`config.mk`:
```
export PLATFORM = sky130hd
export DESIGN_NAME = tbuf_bus_arbiter
export DESIGN_NICKNAME = d
export VERILOG_FILES = /design/src/rtl/tbuf_arb_pkg.sv /design/src/rtl/tbuf_bus_arbiter_rr_pick.sv /design/src/rtl/tbuf_bus_arbiter.sv
export SDC_FILE = /design/constraint.sdc
export NUM_CORES = 1
export LEC_CHECK = 0
export CAP_MARGIN = 20
export CORE_ASPECT_RATIO = 0.6
export CORE_UTILIZATION = 50
export CTS_CLUSTER_DIAMETER = 50
export DETAILED_ROUTE_END_ITERATION = 8
export HOLD_SLACK_MARGIN = 0.06
export PLACE_DENSITY_LB_ADDON = 0.1
export SETUP_SLACK_MARGIN = 0.05
export SYNTH_ARGS = -nofsm -noshare
export SYNTH_HDL_FRONTEND = slang
export SYNTH_HIERARCHICAL = 1
export SYNTH_SLANG_ARGS = --single-unit
```
`constraint.sdc`:
```
create_clock -name CLK -period 2.5 [get_ports CLK]
set_input_delay 0.375 -clock CLK [delete_from_list [all_inputs] [get_ports CLK]]
set_output_delay 0.375 -clock CLK [all_outputs]
set_load 0.005 [all_outputs]
```
`src/rtl/tbuf_arb_pkg.sv`:
```
// Shared types and limits for the tristate bus arbiter.
// The state encoding is fixed at 2 bits so it can be probed on a debug bus.
package tbuf_arb_pkg;

   typedef enum logic [1:0] {
      IDLE  = 2'd0,
      SETUP = 2'd1,
      DRIVE = 2'd2,
      TURN  = 2'd3
   } arb_state_t;

   localparam int N_REQ_MIN    = 2;
   localparam int N_REQ_MAX    = 8;
   localparam int TURN_CYC_MIN = 1;
   localparam int TURN_CYC_MAX = 7;
   localparam int MAX_HOLD_MIN = 2;
   localparam int MAX_HOLD_MAX = 255;

   localparam int TURN_W = $clog2(TURN_CYC_MAX + 1);
   localparam int HOLD_W = $clog2(MAX_HOLD_MAX + 1);

   function automatic int owner_w(input int n);
      return (n > 1) ? $clog2(n) : 1;
   endfunction

endpackage

```
`src/rtl/tbuf_bus_arbiter_rr_pick.sv`:
```
// Round-robin priority encoder: first set req bit at or above start, with wrap.
import tbuf_arb_pkg::*;

module rr_pick #(
   parameter int N_REQ = 4,
   parameter int W     = owner_w(N_REQ)
) (
   input  logic [N_REQ-1:0] req,
   input  logic [W-1:0]     start,
   output logic             found,
   output logic [W-1:0]     idx
);

   logic [W-1:0] cand [N_REQ];

   // cand[k] is the requester index k positions after start, modulo N_REQ
   for (genvar gi = 0; gi < N_REQ; gi++) begin : g_cand
      logic [W:0] sum;
      assign sum       = {1'b0, start} + (W+1)'(gi);
      assign cand[gi]  = (sum >= (W+1)'(N_REQ)) ? W'(sum - (W+1)'(N_REQ)) : sum[W-1:0];
   end

   // Scan farthest offset first so the nearest set bit is the final assignment
   always_comb begin
      found = 1'b0;
      idx   = '0;
      for (int i = N_REQ - 1; i >= 0; i--) begin
         if (req[cand[i]]) begin
            found = 1'b1;
            idx   = cand[i];
         end
      end
   end

endmodule

```
`src/rtl/tbuf_bus_arbiter.sv`:
```
// Round-robin owner sequencer for a shared bus of inverting tristate drivers.
// Every handover goes through enable-low TURN cycles and a SETUP cycle.
import tbuf_arb_pkg::*;

module tbuf_bus_arbiter #(
   parameter int N_REQ    = 4,
   parameter int TURN_CYC = 1,
   parameter int MAX_HOLD = 16,
   localparam int OW      = owner_w(N_REQ)
) (
   input  logic             CLK,
   input  logic             RN,
   input  logic [N_REQ-1:0] req,
   output logic [N_REQ-1:0] gnt,
   output logic [N_REQ-1:0] en,
   output logic [OW-1:0]    owner,
   output logic             bus_idle,
   output logic             preempt
);

   localparam int TURN_EFF = (TURN_CYC < TURN_CYC_MIN) ? TURN_CYC_MIN :
                             (TURN_CYC > TURN_CYC_MAX) ? TURN_CYC_MAX : TURN_CYC;
   localparam int HOLD_EFF = (MAX_HOLD < MAX_HOLD_MIN) ? MAX_HOLD_MIN :
                             (MAX_HOLD > MAX_HOLD_MAX) ? MAX_HOLD_MAX : MAX_HOLD;

   localparam logic [TURN_W-1:0] TURN_LAST = TURN_W'(TURN_EFF - 1);
   localparam logic [HOLD_W-1:0] HOLD_LIM  = HOLD_W'(HOLD_EFF);
   localparam logic [N_REQ-1:0]  ONE       = N_REQ'(1);

   arb_state_t        state_reg;
   logic [OW-1:0]     rr_ptr_reg;
   logic [HOLD_W-1:0] hold_cnt_reg;
   logic [TURN_W-1:0] turn_cnt_reg;

   logic              pick_found;
   logic [OW-1:0]     pick_idx;
   logic              owner_req;
   logic              others_pending;
   logic              force_off;
   logic [OW-1:0]     rr_next;

   rr_pick #(
      .N_REQ (N_REQ),
      .W     (OW)
   ) u_rr_pick (
      .req   (req),
      .start (rr_ptr_reg),
      .found (pick_found),
      .idx   (pick_idx)
   );

   assign owner_req      = req[owner];
   assign others_pending = |(req & ~gnt);
   assign force_off      = (hold_cnt_reg == HOLD_LIM) && others_pending;
   assign rr_next        = (owner == OW'(N_REQ - 1)) ? '0 : owner + 1'b1;

   always_ff @(posedge CLK or negedge RN) begin
      if (!RN) begin
         state_reg    <= IDLE;
         gnt          <= '0;
         en           <= '0;
         owner        <= '0;
         bus_idle     <= 1'b1;
         preempt      <= 1'b0;
         rr_ptr_reg   <= '0;
         hold_cnt_reg <= '0;
         turn_cnt_reg <= '0;
      end else begin
         preempt <= 1'b0;
         case (state_reg)
            IDLE: begin
               if (pick_found) begin
                  gnt       <= ONE << pick_idx;
                  owner     <= pick_idx;
                  bus_idle  <= 1'b0;
                  state_reg <= SETUP;
               end
            end
            SETUP: begin
               if (owner_req) begin
                  en           <= gnt;
                  hold_cnt_reg <= HOLD_W'(1);
                  state_reg    <= DRIVE;
               end else begin
                  gnt          <= '0;
                  bus_idle     <= 1'b1;
                  rr_ptr_reg   <= rr_next;
                  turn_cnt_reg <= '0;
                  state_reg    <= TURN;
               end
            end
            DRIVE: begin
               if (!owner_req || force_off) begin
                  gnt          <= '0;
                  en           <= '0;
                  bus_idle     <= 1'b1;
                  // only a still-requesting owner counts as preempted
                  preempt      <= owner_req;
                  rr_ptr_reg   <= rr_next;
                  turn_cnt_reg <= '0;
                  state_reg    <= TURN;
               end else if (hold_cnt_reg != HOLD_LIM) begin
                  hold_cnt_reg <= hold_cnt_reg + 1'b1;
               end
            end
            TURN: begin
               if (turn_cnt_reg == TURN_LAST) begin
                  if (pick_found) begin
                     gnt       <= ONE << pick_idx;
                     owner     <= pick_idx;
                     bus_idle  <= 1'b0;
                     state_reg <= SETUP;
                  end else begin
                     state_reg <= IDLE;
                  end
               end else begin
                  turn_cnt_reg <= turn_cnt_reg + 1'b1;
               end
            end
            default: state_reg <= IDLE;
         endcase
      end
   end

endmodule
```
==> flow_summary.ini, run 1 <==
[worst_setup_path]
required_ns = 2.70
end_kind = flip-flop
cp_max_fo = 7
r2r_start = hold_cnt_reg[2]
critPathArrivalTime_ns = 2.45
crit_path_start_kind = flip-flop
cpPeakStageDelay_ns = 0.58
worst-setup-path-type = flip-flop to flip-flop
worstRegToRegCells = 6
crit_chain = or4_4 > nor3_4 > a21oi_2 > buf_4 > nor4_2 > mux2i_1
rrSetupSlack_ns = 0.25
cpMaxStageDelayCell = or4_4
r2r-end = turn_cnt_reg[0]

[cts]
post-cts-setup-buffer-count = 0
clock_path_buffers = 2
cts_root_buf = clkbuf_8
path_clk_slew_ns = 0.09
clock_sinks = 27
cts_made_buffers = 3
clock_latency_ns = 0.27
cts_tree = yes
cts_resized = 0
htreeDepth = 1
cts_hold_repair.buffers = 0

[pwr]
power-per-cell-area_mw_per_mm2 = 1180
vdd_drop_max_uv = 687
combPwrFrac = 0.574
p_int_mw = 1.40
p_sw_frac = 0.418
power.share.sequential = 0.323
leakage_nw = 0.911
switchingPower_mw = 1.00
clkPwrFrac = 0.103

[run]
cap_violations = 0

[global_routing]
use_met3 = 0.0408
grt_max_degree = 28
grt_busiest_layer = met2
antenna_found_initial = 0
grt_pass1_vias = 1294
use_met1 = 0.354
grt_overflow_total = 0
track_usage = 0.249
grt_pass1_wl_um = 6640
grt_util_met2 = 0.407

[synth]
synth_nets = 182
synth-simple-area-share = 0.213
ys_seq_elements = 27
synth-adder-area-share = 0.0738
synth.distinct_cells = 45
synthXorXnorAreaFrac = 0.0103
synth_edf_count = 0
async_flop_share = 1.00
synth_compound_area_frac = 0.161
netlist.area_leader.share = 0.384
ys_seq_area_frac = 0.399
syn_avg_cell_area_um2 = 10.2
synth_ff_type = dfrtp_1
synth.area.mux_share = 0.117
yosys.area.top_type = dfrtp_1
synth_area_leaders = dfrtp_1 38%, mux2_2 8.0%, ha_1 7.4%, nor2_1 2.9%, a21oi_1 2.7%
yosys_warnings = 6
synthesis.area_mm2 = 0.00170
netlist_instances = 166
synth_top_family_by_area = simple AND/OR/NAND/NOR gates

[finish]
antennaDiodeCount = 0
n_fill_cell = 255
regArea_um2 = 677
multi_input_area_um2 = 973
drive_above_1_share = 0.175
layout.nets = 211
largest_reg_flops = 8
area_delta_synth_final_pct = 19.6

[sta]
hold_viol_final = 0
setup_tns_ns = 0
layout_min_cycle_time_ns = 2.25
finalSetupViolations = 0
worst_pin_slew_ns = 0.491
rsz0062_at_grt = no
drv_slew = 0
relSlewSlack = 0.669
fmax_ghz = 0.445
fin_crit_sh = 0.900
timing.final.ws_setup_ns = 0.251
fin_skew_ns = 0.00747

[routing]
drt-initial-drc-count = 69
num_vias = 1386
wl_per_cell_um = 17.1
drc = 0
drt_wl_total_um = 4030
first_pass_iters = 5
final_antenna_net_count = 0
via_per_inst = 5.87

[die]
initial_utilization = 0.558
die_w_um = 77.2
core-area_mm2 = 0.00304
row_count = 15
dieArea_mm2 = 0.00364
io_pins = 18
fp.dieH_um = 47.1

[placed_design]
gp_congestion = 0.884
dp_hpwl_um = 3120
post-place-ws_ns = 0.000390
portBuffers = 17

[worst_hold_path]
hold_path_class = input pin to async pin

[run_status]
status = finished, final reports clean
worst max-delay path by stage:
stage                                from         endpoint  cells after the start
after global placement             req[0]           gnt[3]                      5
after floorplan           hold_cnt_reg[2]           gnt[0]                      5
after detailed placement           req[0]           gnt[2]                      5
final                     hold_cnt_reg[2]  turn_cnt_reg[0]                      6
after global routing      hold_cnt_reg[2]  turn_cnt_reg[0]                      6
after CTS                 hold_cnt_reg[2]  turn_cnt_reg[0]                      6
power by group through the flow:
stage          clock network (mW)  registers (mW)  logic (mW)
2_1_floorplan                   0           0.732       0.939
3_3_place_gp                    0           0.761        1.31
3_5_place_dp                    0           0.780        1.37
4_1_cts                     0.252           0.775        1.37
5_1_grt                     0.268           0.800        1.52
6_report                    0.247           0.776        1.38
routing by layer:
layer / share of wire / up-vias / routed length [um]
met5: 0 / - / 0
li1: - / 659 / -
met1: 0.51 / 690 / 2060
met3: 0.042 / 2 / 170
met4: 0.0047 / 0 / 19
met2: 0.44 / 35 / 1780
worst max-delay path: cells and delay by family, from the launching register on:
family / cells / cell delay, ns
flip-flops: 1 / 0.46
multiplexers: 1 / 0.26
AND/OR/NAND/NOR: 3 / 1.17
buffers and inverters: 1 / 0.18
AO/OA/AOI/OAI: 1 / 0.10
final cells by class:
| cell class | count | area share |
|---|---|---|
| repair buffers | 27 | 0.121 |
| well taps | 42 | 0.0259 |
| inverters | 9 | 0.0167 |
| multi-input cells | 127 | 0.480 |
| clock buffers | 3 | 0.0204 |
| clock inverters | 1 | 0.00247 |
| flip-flops and latches | 27 | 0.334 |
placed cells by master, fill, tap and decap left out, types with 6 or more instances in the layout:
cell,n
dfrtp_1,26
a21oi_1,9
buf_4,10
mux2_2,12
nor2_1,13
clkdlybuf4s50_1,17
ha_1,10
nand2b_1,7
inv_1,9
nand2_1,12
nor2b_1,6
cells by family after synthesis:
kind of cell / Yosys count
buffers and inverters: 12
adders and majority gates: 10
DFF: 27
and+or+nand+nor: 63
muxes: 17
xor gates and xnor gates: 2
AOI/OAI and AO/OA: 35
per-stage QoR:
step | utilization | hold WS [ns] | power (mW) | instances | cell area [um^2]
after floorplan | - | 0.0794 | 1.67 | 166 | 1700
after global placement | 0.652 | 0.497 | 2.07 | 232 | 1980
after detailed placement | 0.652 | 0.502 | 2.15 | 232 | 1980
after CTS | 0.667 | 0.472 | 2.40 | 236 | 2030
after global routing | 0.667 | 0.516 | 2.59 | 236 | 2030
final | 0.667 | 0.464 | 2.40 | 236 | 2030
cells in the mapped netlist, types with 2 or more instances:
cell type  instances
dfrtp_1           26
nor2_1            13
mux2_2            12
nand2_1           12
ha_1              10
a21oi_1            9
inv_1              9
nand2b_1           7
nor2b_1            6
and3_1             4
mux2i_1            4
o21ai_0            4
o2bb2ai_1          4
clkbuf_1           3
nand3_1            3
nor3b_1            3
a211oi_1           2
a22o_1             2
a22oi_1            2
and2_1             2
nand3b_1           2
nand4_1            2
nor3_1             2
xor2_1             2
Power figures use the tool's default switching activity.
==> run 2: changes to the inputs <==
==> constraint.sdc (replaced) <==
create_clock -name CLK -period 2.77 [get_ports CLK]
set_input_delay 0.4155 -clock CLK [delete_from_list [all_inputs] [get_ports CLK]]
set_output_delay 0.4155 -clock CLK [all_outputs]
set_load 0.005 [all_outputs]
==> run 2 against run 1 <==
Critical path depth fell by 1. Global-route usage is 1.2 points lower. Combinational power fell by 12%. Register-to-register slack better by 0.06 ns. Power is 12% lower. Maximum frequency fell by 8.6%. Sequential share of layout area increased by 0.78 points. Clock power fell by 11%. Sequential power down 11%. Critical path type unchanged. Largest cell class unchanged.
==> flow_summary.ini, run 2 (same netlist as run 1, synthesis figures left out) <==
[routing]
first_pass_iters = 4
wl_per_cell_um = 16.7
drt_wl_total_um = 3840
drc = 0
num_vias = 1357
final_antenna_net_count = 0
via_per_inst = 5.90
drt-initial-drc-count = 131

[pwr]
switchingPower_mw = 0.888
p_int_mw = 1.23
power.share.sequential = 0.327
leakage_nw = 0.878
power-per-cell-area_mw_per_mm2 = 1070
vdd_drop_max_uv = 613
clkPwrFrac = 0.104
combPwrFrac = 0.569
p_sw_frac = 0.418

[placed_design]
portBuffers = 17
dp_hpwl_um = 2980
dp_cells = 226
gp_congestion = 0.862
placed_cell_area_mm2 = 0.00194

[cts]
cts_root_buf = clkbuf_8
cts_resized = 0
cts_made_buffers = 3
cts_tree = yes
htreeDepth = 1
clock_latency_ns = 0.27
post-cts-setup-buffer-count = 0
clock_path_buffers = 2
cts_hold_repair.buffers = 0
clock_sinks = 27
path_clk_slew_ns = 0.09

[worst_setup_path]
crit_path_start_kind = flip-flop
worstRegToRegCells = 5
crit_family = simple AND/OR/NAND/NOR gates
r2r_start = hold_cnt_reg[2]
crit_buf_inv = 0
cpPeakStageDelay_ns = 0.58
rrSetupSlack_ns = 0.31
critPathArrivalTime_ns = 2.62
crit_chain = or4_4 > nor3_4 > a21oi_2 > a2111oi_4 > mux2_2
worst-setup-path-type = flip-flop to flip-flop
cpMaxStageDelayCell = or4_4
crit_path_start = hold_cnt_reg[2]
cp_max_fo = 8
end_kind = flip-flop
required_ns = 2.93
r2r-end = gnt[1]

[sta]
fin_crit_sh = 0.888
fmax_ghz = 0.406
relSlewSlack = 0.657
setup_tns_ns = 0
finalSetupViolations = 0
drv_slew = 0
fin_skew_ns = 0.00215
worst_pin_slew_ns = 0.509
hold_viol_final = 0
layout_min_cycle_time_ns = 2.46
rsz0062_at_grt = no

[die]
dieArea_mm2 = 0.00364
io_pins = 18
die_w_um = 77.2
initial_utilization = 0.558
row_count = 15
core-area_mm2 = 0.00304
fp.dieH_um = 47.1

[finish]
area_delta_synth_final_pct = 16.9
final_common_cell = dfrtp_1
largest_reg_flops = 8
layout_common_cells = 26 x dfrtp_1, 17 x clkdlybuf4s50_1, 13 x nor2_1, 12 x mux2_2, 12 x nand2_1
drive_above_1_share = 0.144
final_cell_area_mm2 = 0.00198
antennaDiodeCount = 0
final_cells = 230
layout.nets = 205

[global_routing]
antenna_found_initial = 0
grt_pass1_vias = 1259
grt_pass1_wl_um = 6420
grt_max_degree = 28
track_usage = 0.237
grt_overflow_total = 0

[run_status]
status = finished, final reports clean

[worst_hold_path]
hold_path_class = input pin to async pin

[run]
cap_violations = 0
run 2: cell count changes in the layout (fill, tap and decap cells not counted):
cell | previous run | this run
buf_4 | 10 | 4
clkbuf_1 | 0 | 1
clkinv_2 | 1 | 0
run 2: per-layer routing:
metal | up-vias | share of wire | track usage
li1 | 652 | - | -
met1 | 660 | 0.51 | 0.354
met3 | 2 | 0.055 | 0.0524
met5 | - | 0 | 0
met4 | 0 | 0.0031 | 0.0415
met2 | 43 | 0.44 | 0.361
run 2: worst max path at each step:
stage	endpoint	slack [ns]	cells after the start
after floorplan	gnt[0]	0.62	5
after global placement	gnt[1]	0.28	6
after detailed placement	gnt[1]	0.16	6
after CTS	gnt[1]	0.30	5
after global routing	gnt[1]	0.19	5
final	gnt[1]	0.31	5
run 2: worst reg2reg max path: stages, from the launching register on:
cell and delay, ns:
dfrtp_1 0.46, or4_4 0.58, nor3_4 0.30, a21oi_2 0.20, a2111oi_4 0.40, mux2_2 0.40
run 2: layout make-up:
type                            count  area [um^2]
Fill cell                         250         1060
Multi-Input combinational cell    127          973
Sequential cell                    27          677
Timing Repair Buffer               21          200
Tap cell                           42         52.6
Clock buffer                        4         45.0
Inverter                            9         33.8
run 2: metrics by stage:
step | power, mW | hold WS [ns] | utilization | setup slack [ns]
6_report | 2.12 | 0.500 | 0.652 | 0.310
3_3_place_gp | 1.84 | 0.503 | 0.637 | 0.280
4_1_cts | 2.13 | 0.514 | 0.652 | 0.295
5_1_grt | 2.28 | 0.549 | 0.652 | 0.186
2_1_floorplan | 1.51 | 0.120 | - | 0.616
3_5_place_dp | 1.90 | 0.510 | 0.637 | 0.159
run 2: power by group through the flow:
stage	registers (mW)	clock network, mW	logic (mW)
finish	0.694	0.220	1.21
global route	0.719	0.242	1.32
CTS	0.693	0.227	1.21
detailed placement	0.700	0	1.20
global placement	0.687	0	1.16
floorplan	0.660	0	0.848
